`src/rtl/rv_types_pkg.sv`:
```
// Shared types for the register-file write-back path.
package rv_types_pkg;

    localparam int unsigned REG_SIZE  = 32;
    localparam int unsigned ADDR_BITS = 5;

    // x0 is hardwired to zero and is never written or tracked as pending.
    localparam logic [ADDR_BITS-1:0] ZERO_REG = '0;

    typedef struct packed {
        logic [ADDR_BITS-1:0] rd;
        logic [REG_SIZE-1:0]  data;
    } wb_entry_t;

endpackage

```
`src/rtl/wb_fifo.sv`:
```
// Synchronous FIFO of write-back entries (no bypass, registered full/empty).
module wb_fifo
    import rv_types_pkg::*;
#(
    parameter int unsigned Fifo_depth = 4
) (
    input  logic      clk,
    input  logic      rst_n,
    input  logic      i_push,
    input  wb_entry_t i_push_data,
    input  logic      i_pop,
    output logic      o_full,
    output logic      o_empty,
    output wb_entry_t o_head
);

    localparam int unsigned IdxW = $clog2(Fifo_depth);
    localparam int unsigned PtrW = IdxW + 1;

    wb_entry_t          r_mem [Fifo_depth];
    logic [PtrW-1:0]    r_wr_ptr;
    logic [PtrW-1:0]    r_rd_ptr;
    logic               w_do_push;
    logic               w_do_pop;

    // Extra MSB on each pointer tells full from empty when the low bits match.
    assign o_empty   = (r_wr_ptr == r_rd_ptr);
    assign o_full    = (r_wr_ptr[PtrW-1] != r_rd_ptr[PtrW-1]) &&
                       (r_wr_ptr[IdxW-1:0] == r_rd_ptr[IdxW-1:0]);
    assign w_do_push = i_push && !o_full;
    assign w_do_pop  = i_pop && !o_empty;
    assign o_head    = r_mem[r_rd_ptr[IdxW-1:0]];

    // Storage array: written at the tail on an accepted push.
    always_ff @(posedge clk) begin
        if (w_do_push) begin
            r_mem[r_wr_ptr[IdxW-1:0]] <= i_push_data;
        end
    end

    // Pointer update; reset discards all queued entries.
    always_ff @(posedge clk or negedge rst_n) begin
        if (!rst_n) begin
            r_wr_ptr <= '0;
            r_rd_ptr <= '0;
        end else begin
            if (w_do_push) begin
                r_wr_ptr <= r_wr_ptr + PtrW'(1);
            end
            if (w_do_pop) begin
                r_rd_ptr <= r_rd_ptr + PtrW'(1);
            end
        end
    end

endmodule

```
`src/rtl/reg_writeback_unit.sv`:
```
// Register-file write-port owner: ALU/LSU arbitration plus pending-load scoreboard.
// Reg_size and Addr_bits must match the widths in rv_types_pkg.
module reg_writeback_unit
    import rv_types_pkg::*;
#(
    parameter int unsigned Reg_size   = REG_SIZE,
    parameter int unsigned Addr_bits  = ADDR_BITS,
    parameter int unsigned Fifo_depth = 4
) (
    input  logic                       clk,
    input  logic                       rst_n,
    input  logic                       alu_valid,
    input  logic [Addr_bits-1:0]       alu_rd,
    input  logic signed [Reg_size-1:0] alu_data,
    input  logic                       mem_valid,
    output logic                       mem_ready,
    input  logic [Addr_bits-1:0]       mem_rd,
    input  logic signed [Reg_size-1:0] mem_data,
    input  logic                       mark_valid,
    input  logic [Addr_bits-1:0]       mark_rd,
    input  logic [Addr_bits-1:0]       q1,
    input  logic [Addr_bits-1:0]       q2,
    output logic                       hazard,
    output logic                       WE,
    output logic [Addr_bits-1:0]       A3,
    output logic signed [Reg_size-1:0] WD
);

    localparam int unsigned NumRegs = 2 ** Addr_bits;

    logic                       w_fifo_full;
    logic                       w_fifo_empty;
    wb_entry_t                  w_head;
    wb_entry_t                  w_push_data;
    logic                       w_push;
    logic                       w_pop;
    logic                       w_sel_valid;
    wb_entry_t                  w_sel;
    logic [NumRegs-1:0]         w_pending_d;

    logic [NumRegs-1:0]         r_pending;
    logic                       r_we;
    logic [Addr_bits-1:0]       r_a3;
    logic signed [Reg_size-1:0] r_wd;

    // Ready comes straight from registered occupancy, so a pop never raises it same-cycle.
    assign mem_ready        = !w_fifo_full;
    assign w_push           = mem_valid && mem_ready;
    assign w_push_data.rd   = mem_rd;
    assign w_push_data.data = mem_data;

    wb_fifo #(
        .Fifo_depth (Fifo_depth)
    ) u_wb_fifo (
        .clk         (clk),
        .rst_n       (rst_n),
        .i_push      (w_push),
        .i_push_data (w_push_data),
        .i_pop       (w_pop),
        .o_full      (w_fifo_full),
        .o_empty     (w_fifo_empty),
        .o_head      (w_head)
    );

    // Write-source selection: ALU has strict priority, otherwise drain the FIFO head.
    always_comb begin
        w_sel       = w_head;
        w_sel_valid = 1'b0;
        w_pop       = 1'b0;
        if (alu_valid) begin
            w_sel.rd    = alu_rd;
            w_sel.data  = alu_data;
            w_sel_valid = 1'b1;
        end else if (!w_fifo_empty) begin
            w_sel_valid = 1'b1;
            w_pop       = 1'b1;
        end
    end

    // Register the selected write; rd=0 is consumed but never enables the write.
    always_ff @(posedge clk or negedge rst_n) begin
        if (!rst_n) begin
            r_we <= 1'b0;
            r_a3 <= '0;
            r_wd <= '0;
        end else if (w_sel_valid) begin
            r_we <= (w_sel.rd != ZERO_REG);
            r_a3 <= w_sel.rd;
            r_wd <= w_sel.data;
        end else begin
            r_we <= 1'b0;
        end
    end

    // Scoreboard next state: pop clears, then a newer mark on the same rd re-sets it.
    always_comb begin
        w_pending_d = r_pending;
        if (w_pop) begin
            w_pending_d[w_head.rd] = 1'b0;
        end
        if (mark_valid && (mark_rd != ZERO_REG)) begin
            w_pending_d[mark_rd] = 1'b1;
        end
    end

    // Scoreboard register; reset forgets all in-flight loads.
    always_ff @(posedge clk or negedge rst_n) begin
        if (!rst_n) begin
            r_pending <= '0;
        end else begin
            r_pending <= w_pending_d;
        end
    end

    assign hazard = ((q1 != ZERO_REG) && r_pending[q1]) ||
                    ((q2 != ZERO_REG) && r_pending[q2]);

    assign WE = r_we;
    assign A3 = r_a3;
    assign WD = r_wd;

endmodule

```
`config.mk`:
```
export PLATFORM = sky130hd
export DESIGN_NAME = reg_writeback_unit
export DESIGN_NICKNAME = d
export VERILOG_FILES = /design/src/rtl/rv_types_pkg.sv /design/src/rtl/wb_fifo.sv /design/src/rtl/reg_writeback_unit.sv
export SDC_FILE = /design/constraint.sdc
export NUM_CORES = 1
export LEC_CHECK = 0
export CAP_MARGIN = 20
export CELL_PAD_IN_SITES_DETAIL_PLACEMENT = 1
export CELL_PAD_IN_SITES_GLOBAL_PLACEMENT = 2
export CORE_MARGIN = 4
export CORE_UTILIZATION = 43
export CTS_BUF_LIST = sky130_fd_sc_hd__clkbuf_8
export DETAILED_ROUTE_END_ITERATION = 8
export DONT_BUFFER_PORTS = 1
export PLACE_DENSITY = 0.74
export RECOVER_POWER = 50
export REMOVE_ABC_BUFFERS = 1
export SETUP_SLACK_MARGIN = 0.15
export SLEW_MARGIN = 10
export SYNTH_ARGS = -nofsm -noshare
export SYNTH_HDL_FRONTEND = slang
export SYNTH_HIERARCHICAL = 1
export SYNTH_SLANG_ARGS = --single-unit
```
`constraint.sdc`:
```
create_clock -name clk -period 2.63 [get_ports clk]
set_input_delay 0.526 -clock clk [delete_from_list [all_inputs] [get_ports clk]]
set_output_delay 0.526 -clock clk [all_outputs]
set_load 0.01 [all_outputs]
```
# Yosys cells after proc, flatten, opt, wreduce, memory -nomap -nowiden
# Memories as Yosys holds them, arrays and structs flattened.
# Cells that the tools add are included.
[word_totals] ff_bits=76 mem_bits_rw=148 input_bits=94 wordCells=54 n_memories=1
[memory_table] name="u_wb_fifo.r_mem" words=4 word_bits=37 read_ports=1 rd_clocked_by_memory_dff=0 write_ports=1 line_no="wb_fifo.sv:20" rtl="wb_entry_t r_mem [Fifo_depth];"
[op_classes] n_addsub=2 n_lt_le_gt_ge=6 eq_ne=3 n_mux=17 n_bitwise=3 n_reduce_logical=16
[op_table] op="$mux 32" n=2
[op_table] op="$mux 37" n=1
[op_table] op="$and 32x32->32" n=1
[op_table] op="$not 32->32" n=1
[op_table] op="$or 32x32->32" n=1
[op_table] op="$lt 5x6->1 const B" n=4
[op_table] op="$reduce_bool 5->1" n=4
[op_table] op="$bmux 1 s5" n=2
[op_table] op="$demux 1 s5" n=2
[op_table] op="$ge 5x1->1 const B" n=2
[op_table] op="$mux 1" n=10
[op_table] op="$logic_and 1x1->1" n=9
[op_table] op="$add 3x1->3 const B" n=2
[op_table] op="$eq 3x3->1" n=1
[op_table] op="$eq 2x2->1" n=1
[op_table] op="$logic_not 1->1" n=2
[op_table] op="$logic_or 1x1->1" n=1
[op_table] op="$ne 1x1->1" n=1

# Longest topological paths before layout
# Gate-level depths: netlist of the first run.
# An unclocked memory read counts as a cell.
[depth] ltp_word=10 depth_mapped=8 depth_no_buf=7

# Modules after synthesis
# Netlist of the first run, hierarchy kept.
[by_module_without_submodules] mod="wb_fifo" n_inst=1 cells_per_inst=243 area_per_inst_um2=5836.8 seq_area_each_um2=4594.4
[by_module_without_submodules] mod="reg_writeback_unit" n_inst=1 cells_per_inst=349 area_per_inst_um2=3588.4 seq_area_each_um2=1726.7

# Least setup slack after synthesis of the first run
# No wires, ideal clock.
[synth_path] path_kind="reg2reg" startpoint="register u_wb_fifo.r_wr_ptr[0]" endpoint="memory u_wb_fifo/r_mem[3][0] (netlist bit), enable pin" setup_ns=0.413 arrival_ns=2.470 t_required_ns=2.217 setup_slack_ns=-0.253 path_stages_with_launch=7 period_less_slack_ns=2.883 path_cell_list="dfrtp_1 -> xnor2_1 -> nand3_1 -> inv_1 -> nor2b_1 -> nand2_1 -> a31oi_2"
[synth_via] elab_chain_len=7
[synth_rtl] element="start: declaration" line_no="wb_fifo.sv:21" rtl="logic [PtrW-1:0] r_wr_ptr;"
[synth_rtl] element="start signal: assignment" line_no="wb_fifo.sv:48" rtl="r_wr_ptr <= r_wr_ptr + PtrW'(1);"
[synth_rtl] element="$eq 2x2->1" line_no="wb_fifo.sv:29" rtl="(r_wr_ptr[IdxW-1:0] == r_rd_ptr[IdxW-1:0]);"
[synth_rtl] element="$logic_and 1x1->1" line_no="wb_fifo.sv:28" rtl="assign o_full = (r_wr_ptr[PtrW-1] != r_rd_ptr[PtrW-1]) &&"
[synth_rtl] element="net w_fifo_full" line_no="reg_writeback_unit.sv:31" rtl="logic w_fifo_full;"
[synth_rtl] element="$logic_not 1->1" line_no="reg_writeback_unit.sv:47" rtl="assign mem_ready = !w_fifo_full;"
[synth_rtl] element="$logic_and 1x1->1" line_no="reg_writeback_unit.sv:48" rtl="assign w_push = mem_valid && mem_ready;"
[synth_rtl] element="net w_push" line_no="reg_writeback_unit.sv:35" rtl="logic w_push;"
[synth_rtl] element="$logic_and 1x1->1" line_no="wb_fifo.sv:30" rtl="assign w_do_push = i_push && !o_full;"
[synth_rtl] element="$mux 1" line_no="wb_fifo.sv:36" rtl="if (w_do_push) begin"
[synth_rtl] element="$mux 1 (not written as such)" line_no="wb_fifo.sv:37" rtl="r_mem[r_wr_ptr[IdxW-1:0]] <= i_push_data;"
[synth_rtl] element="end: declaration" line_no="wb_fifo.sv:20"
# The timed path passes the listed nets, and every way through them passes these cells.

# Final worst setup path of the first run
[layout_path] startpoint="register r_pending[20]" endpoint="output hazard"
[layout_via] elab_chain_len=4 elab_cells_between_ends=7 classes_between="mux (4); reduce/logical (3)"
[layout_rtl] element="start: declaration" line_no="reg_writeback_unit.sv:41" rtl="logic [NumRegs-1:0] r_pending;"
[layout_rtl] element="start signal: assignment" line_no="reg_writeback_unit.sv:111" rtl="r_pending <= w_pending_d;"
[layout_rtl] element="$bmux 1 s5, on equally long branches" line_no="reg_writeback_unit.sv:115, reg_writeback_unit.sv:116"
[layout_rtl] element="$mux 1, on equally long branches" line_no="reg_writeback_unit.sv:115, reg_writeback_unit.sv:116"
[layout_rtl] element="$logic_and 1x1->1, on equally long branches" line_no="reg_writeback_unit.sv:115, reg_writeback_unit.sv:116"
[layout_rtl] element="$logic_or 1x1->1 (*)" line_no="reg_writeback_unit.sv:115" rtl="assign hazard = ((q1 != ZERO_REG) && r_pending[q1]) ||"
[layout_rtl] element="end: declaration" line_no="reg_writeback_unit.sv:23" rtl="output logic hazard,"
# Mark *: on every way between the ends. The rest lies on a longest branch, timed or not. The select of a mux whose other input is x is not followed.

==> results.cfg, run 1 <==
[clock_tree]
cts_root_buf = sky130_fd_sc_hd__clkbuf_8
clk_pin_slew_ns = 0.06
cts.htree.levels = 2
deepest_clock_path_buffer_count = 3
clock_insertion_delay_worst_skew_ns = 0.52
clk_sinks = 223
cts_inserted_buffers = 38
tritoncts = built

[placed_design]
post-dp-hpwl_um = 14600
final_gp_congestion = 0.854
post-place-cells = 851
port_buffer_count = 0

[cells_and_area]
stdcell_count = 925
top_library_cells_by_usage_in_the_layout_fill_and_taps_aside = sky130_fd_sc_hd__edfxtp_1, sky130_fd_sc_hd__o21ai_0, sky130_fd_sc_hd__dfrtp_1
diodes = 0
mostFrequentLayoutCell = sky130_fd_sc_hd__edfxtp_1
seq_area_um2 = 6330
multi_input_comb_area_um2 = 2960
layout.filler_cells = 2056
final_nets = 719
flow.area_growth_from_synthesis_pct = 11.7
post-route-util = 0.495
layout_cells_sized_above_1 = 0.197

[grt]
grt_pass1_vias = 6011
grt_start_max_net_pins = 78
globalRouteTotalUtil = 0.183
grt_first_pass_wirelength_um = 34700
grt_overflow_total = 0
antenna_violations_before_repair = 0

[worst_hold_path]
worst_hold_path_class = in -> reg
holdPathStages = 0

[die]
dieArea_um2 = 24400
fp.dieW_um = 156
start_util = 0.443
chipHeight_um = 156
io-pin-count = 134
fp-row-count = 53
core_um2 = 21300

[worst_setup_path]
timing_worst_setup_path_type = reg -> out
r2r-end = r_pending[26]$_DFF_PN0_
crit-reg2reg-launch = u_wb_fifo/r_rd_ptr[0]$_DFFE_PN0P_
critical_path_arrival_ns = 2.14
worstSetupStartpointType = register
worstPathMaxFanout = 3
critical_path.endpoint = hazard
critPathCaptureType = output pin
reg2reg_setup_slack_ns = 0.30
worstPathRequired_ns = 2.10
reg2reg_depth = 7
critical_path.startpoint = r_pending[20]$_DFF_PN0_

[sta]
finalMaxSlewViolations = 0
achievable-frequency_ghz = 0.375
relative_slew_margins = 0.528
hold_viol = 0
rsz_0062_raised_after_global_routing = yes
worst_hold_check_slack_ns = 0.0960
worst_slew_pin_slew_ns = 0.707
post-route-min-period_ns = 2.66
skew_ns = 0.0160
finalWorstSetupSlack_ns = -0.0347
finalCritPeriodShare = 1.01
setup_violations = 1

[run_status]
status = finished with violations
violations = negative setup slack

[power_and_ir_drop]
power.share.clock = 0.226
design_power_total_mw = 12.3
power_density_nw_per_um2 = 1170
combinationalPowerShare = 0.314
internal_power_mw = 8.12
p_switching_mw = 4.19
power.ir.vdd_worst_mv = 0.636
sw_frac_of_total = 0.340
power.sequential.fraction = 0.460
p_leak_nw = 3.73

[synth]
postSynth.topFlopCell = sky130_fd_sc_hd__edfxtp_1
synth_area_per_cell_um2 = 15.9
ys_seq_elements = 223
synth_cells = 592
synth_enable_flop_cells = 148
synth.yosys.seq_area_share = 0.671
ys_async_sr_fraction = 0.336
synthesized_area_um2 = 9430
yosys_warnings = 6
synth.lib_cells_used.distinct = 47

[routing]
num_vias = 5289
detailedRoute.firstPassIterationCount = 4
avgViaCountPerCell = 5.72
totalWireLength_um = 21800
post-route-drc-count = 0
post_dr_wirelength_cell_um = 23.5
drtIter0Drc = 295
drt.antenna.violating_nets = 0

[flow_run]
timing.max_cap.violations = 0
per-layer routing:
layer,global-route usage,up-vias,routed length [µm],part of all wire
li1,-,2374,-,-
met1,0.226,2760,8680,0.40
met2,0.313,128,11200,0.52
met3,0.0607,27,1550,0.071
met4,0.0429,0,318,0.015
met5,0,-,0,0
power by group through the flow:
stage	Clock [mW]	Combinational, mW	Sequential [mW]
5_1_grt	3.07	4.27	5.79
3_3_place_gp	0	3.73	5.66
4_1_cts	2.89	3.92	5.67
3_5_place_dp	0	3.83	5.74
6_report	2.79	3.86	5.66
2_1_floorplan	0	2.43	5.56
registers in the layout (all words and copies together), names as in the netlist:
name and flops:
u_wb_fifo/r_rd_ptr 3, WE 1, A3 5, r_pending 31, u_wb_fifo/r_mem 148, u_wb_fifo/r_wr_ptr 3, WD 32
worst min-delay path by stage:
| stage | to | from | slack (ns) |
|---|---|---|---|
| global placement | WD[1]$_DFFE_PN0P_ | rst_n | 0.23 |
| detailed placement | WD[23]$_DFFE_PN0P_ | rst_n | 0.23 |
| finish | u_wb_fifo/r_mem[3][36]$_DFFE_PP_ | mem_rd[4] | 0.1 |
| CTS | u_wb_fifo/r_mem[0][12]$_DFFE_PP_ | mem_data[12] | 0.06 |
| global route | u_wb_fifo/r_mem[1][5]$_DFFE_PP_ | mem_data[5] | 0.05 |
| floorplan | A3[0]$_DFFE_PN0P_ | rst_n | 0.23 |
cells by family after synthesis:
kind of cell,after synthesis,synth area share
flops,223,0.671
compound gates,124,0.0723
simple gates,101,0.0546
mux,92,0.164
buf+inv,38,0.0210
xor+xnor,9,0.0112
fa+ha+maj,5,0.00664
timing repair:
item                                   CTS  global route
gates resized for setup                  1             6
setup endpoints to repair                1            68
setup buffers                            2             0
endpoints found under the hold margin   75             0
hold buffers                             2             0
area by class of cell:
type / count / area share
timing repair buffer: 19 / 0.0181
tap: 275 / 0.0327
clock buffer: 41 / 0.0536
multi-input combinational: 331 / 0.281
inverter: 7 / 0.00249
clock inverter: 29 / 0.0118
sequential: 223 / 0.601
cells in the mapped netlist (all sizes together), types with 4 or more instances:
master	n	area, µm²
a21oi	5	25.0
buf	19	126
clkbuf	12	45.0
dfrtp	75	1880
edfxtp	148	4440
ha	5	62.6
inv	7	26.3
mux2i	42	420
mux4	49	1110
nand2	47	176
nand3	9	45.0
nand3b	12	90.1
nor2	8	30.0
nor2b	4	25.0
o21ai	99	495
o31ai	6	45.0
xnor2	5	43.8
xor2	4	61.3
per-stage QoR:
step	area, µm²	setup slack, ns	TNS (ns)
2_1_floorplan	9250	-4.48	-526.42
3_3_place_gp	9760	0.325	0
3_5_place_dp	9760	0.184	0
4_1_cts	10500	-0.0867	-0.0867
5_1_grt	10500	-0.141	-0.141
6_report	10500	-0.0347	-0.0347
worst max-delay path, cell delays in order, from the launching register on:
cell,delay [ns]
sky130_fd_sc_hd__dfrtp_1,0.40
sky130_fd_sc_hd__mux4_2,0.45
sky130_fd_sc_hd__and4b_1,0.19
sky130_fd_sc_hd__a31oi_1,0.14
sky130_fd_sc_hd__nand3_1,0.09
sky130_fd_sc_hd__or3_4,0.35
Power figures use the tool's default switching activity.
==> inputs of run 2 (changes only) <==
--- a/config.mk
+++ b/config.mk
@@ -13,6 +13,7 @@
 export CTS_BUF_LIST = sky130_fd_sc_hd__clkbuf_8
 export DETAILED_ROUTE_END_ITERATION = 8
 export DONT_BUFFER_PORTS = 1
+export GPL_TIMING_DRIVEN = 0
 export PLACE_DENSITY = 0.74
 export RECOVER_POWER = 50
 export REMOVE_ABC_BUFFERS = 1
==> run 2 against run 1 <==
  * First-iteration DRC count rose by 5.4%
  * Maximum frequency fell by 1.3%
  * Final cell count rose by 1.7%
  * Sequential cell count did not move
  * Clock skew rose by 0.0061 ns
  * Count of clock-buffer cells in the layout rose by 3
  * Core utilization rose by 2.2 points
  * Routed wire length rose by 3.3%
  * Clock power rose by 15%
  * Worst setup slack got worse by 0.035 ns
  * The run still ends with negative setup slack left
  * Sequential power barely moved
==> results.cfg, run 2 (synthesis results as in run 1) <==
[sta]
achievable-frequency_ghz = 0.370
post-route-min-period_ns = 2.70
rsz_0062_raised_after_global_routing = yes
relative_slew_margins = 0.258
finalMaxSlewViolations = 0
worst_slew_pin_slew_ns = 1.11
finalCritPeriodShare = 1.03
hold_viol = 0
finalWorstSetupSlack_ns = -0.0702
setup_violations = 1
skew_ns = 0.0221

[clock_tree]
cts.htree.levels = 2
clock_insertion_delay_worst_skew_ns = 0.52
deepest_clock_path_buffer_count = 3
clk_sinks = 223
cts_root_buf = sky130_fd_sc_hd__clkbuf_8
cts_inserted_buffers = 39
clk_pin_slew_ns = 0.06
tritoncts = built

[die]
fp-row-count = 53
chipHeight_um = 156
io-pin-count = 134
fp.dieW_um = 156
core_um2 = 21300
start_util = 0.443
dieArea_um2 = 24400

[routing]
totalWireLength_um = 22500
drt.antenna.violating_nets = 0
drtIter0Drc = 311
post-route-drc-count = 0
num_vias = 5403
avgViaCountPerCell = 5.74
post_dr_wirelength_cell_um = 23.9
detailedRoute.firstPassIterationCount = 4

[worst_setup_path]
worstPathMaxFanout = 3
r2r-end = r_pending[15]$_DFF_PN0_
timing_worst_setup_path_type = reg -> out
crit-reg2reg-launch = u_wb_fifo/r_rd_ptr[1]$_DFFE_PN0P_
critical_path_arrival_ns = 2.17
reg2reg_depth = 8
critPathCaptureType = output pin
worstSetupStartpointType = register
reg2reg_setup_slack_ns = 0.29
worstPathRequired_ns = 2.10

[power_and_ir_drop]
p_leak_nw = 3.89
power_density_nw_per_um2 = 1230
sw_frac_of_total = 0.333
internal_power_mw = 8.99
p_switching_mw = 4.49
power.share.clock = 0.238
power.sequential.fraction = 0.418
power.ir.vdd_worst_mv = 0.596
combinationalPowerShare = 0.343

[grt]
grt_overflow_total = 0
globalRouteTotalUtil = 0.188
antenna_violations_before_repair = 0
grt_start_max_net_pins = 78
grt_first_pass_wirelength_um = 35500
grt_pass1_vias = 6235

[run_status]
status = finished with violations
violations = negative setup slack

[cells_and_area]
top_library_cells_by_usage_in_the_layout_fill_and_taps_aside = sky130_fd_sc_hd__edfxtp_1, sky130_fd_sc_hd__o21ai_0, sky130_fd_sc_hd__dfrtp_1
flow.area_growth_from_synthesis_pct = 16.7
diodes = 0
mostFrequentLayoutCell = sky130_fd_sc_hd__edfxtp_1
finish.instance_area_um2 = 11000
final_nets = 734
layout_cells_sized_above_1 = 0.237
largest_register_ff_count = 148

[placed_design]
port_buffer_count = 0
post_dp_cell_area_um2 = 9840
final_gp_congestion = 0.824
place_ws_ns = -0.533
post-dp-hpwl_um = 14400

[flow_run]
timing.max_cap.violations = 0

[worst_hold_path]
holdPathEnd = u_wb_fifo/r_mem[2][17]$_DFFE_PP_
worst_hold_path_class = in -> reg
worst_hold_launch = mem_data[17]
holdPathStages = 0
-- run 2: cell count changes in the layout (fill, tap and decap cells not counted), sizes merged --
| cell | previous run | this run |
|---|---|---|
| clkinv | 3 | 13 |
| clkbuf | 41 | 45 |
| bufinv | 0 | 3 |
| buf | 18 | 31 |
| inv | 32 | 18 |
-- run 2: layout make-up --
type | instances | area, µm²
clock buffer | 44 | 606
sequential | 223 | 6330
fill | 2021 | 10300
multi-input combinational | 331 | 3030
inverter | 7 | 26.3
clock inverter | 28 | 201
timing repair buffer | 33 | 469
tap | 275 | 344
-- run 2: worst max-delay path, stage by stage (launching register included) --
cell                      delay (ns)
sky130_fd_sc_hd__dfrtp_1        0.40
sky130_fd_sc_hd__mux4_2         0.47
sky130_fd_sc_hd__and4b_1        0.20
sky130_fd_sc_hd__a31oi_1        0.14
sky130_fd_sc_hd__nand3_1        0.10
sky130_fd_sc_hd__or3_4          0.36
-- run 2: metal layers --
| layer | track usage | vias up | routed length [µm] |
|---|---|---|---|
| met3 | 0.0566 | 49 | 1520 |
| met1 | 0.228 | 2788 | 8960 |
| met4 | 0.0675 | 0 | 686 |
| met5 | 0 | - | 0 |
| met2 | 0.320 | 162 | 11300 |
| li1 | - | 2404 | - |
-- run 2: how the worst max path moves through the flow --
stage | slack, ns | cells after the start | startpoint | end
2_1_floorplan | -4.48 | 6 | u_wb_fifo/r_rd_ptr[0]$_DFFE_PN0P_ | r_pending[13]$_DFF_PN0_
3_3_place_gp | -7.90 | 6 | u_wb_fifo/r_rd_ptr[0]$_DFFE_PN0P_ | r_pending[25]$_DFF_PN0_
3_5_place_dp | -0.53 | 7 | u_wb_fifo/r_rd_ptr[1]$_DFFE_PN0P_ | r_pending[15]$_DFF_PN0_
4_1_cts | -0.10 | 5 | r_pending[23]$_DFF_PN0_ | hazard
5_1_grt | -0.21 | 5 | r_pending[22]$_DFF_PN0_ | hazard
6_report | -0.07 | 5 | r_pending[20]$_DFF_PN0_ | hazard
-- run 2: stage by stage --
step	power [mW]	instances	utilization	TNS (ns)	hold WS, ns
after global routing	14.3	941	0.517	-0.208	0.0564
final	13.5	941	0.517	-0.0702	0.0940
after CTS	13.4	934	0.514	-0.101	0.0503
after floorplan	7.99	561	-	-526.42	0.230
after detailed placement	9.73	848	0.462	-76.98	0.235
after global placement	8.76	836	0.451	-1014.25	0.235
-- run 2: repair_timing --
item	CTS	global route
hold endpoints to repair	75	0
gates resized for setup	17	4
gates cloned	0	0
setup endpoints to repair	219	14
pin swaps	5	4
setup buffers	12	7
hold buffers	2	0
-- run 2: power by group through the flow --
stage | clock [mW] | sequential [mW] | combinational, mW
after floorplan | 0 | 5.56 | 2.43
after global placement | 0 | 5.82 | 2.94
after detailed placement | 0 | 5.85 | 3.89
after CTS | 3.32 | 5.65 | 4.44
after global routing | 3.49 | 5.76 | 5.04
final | 3.21 | 5.64 | 4.63
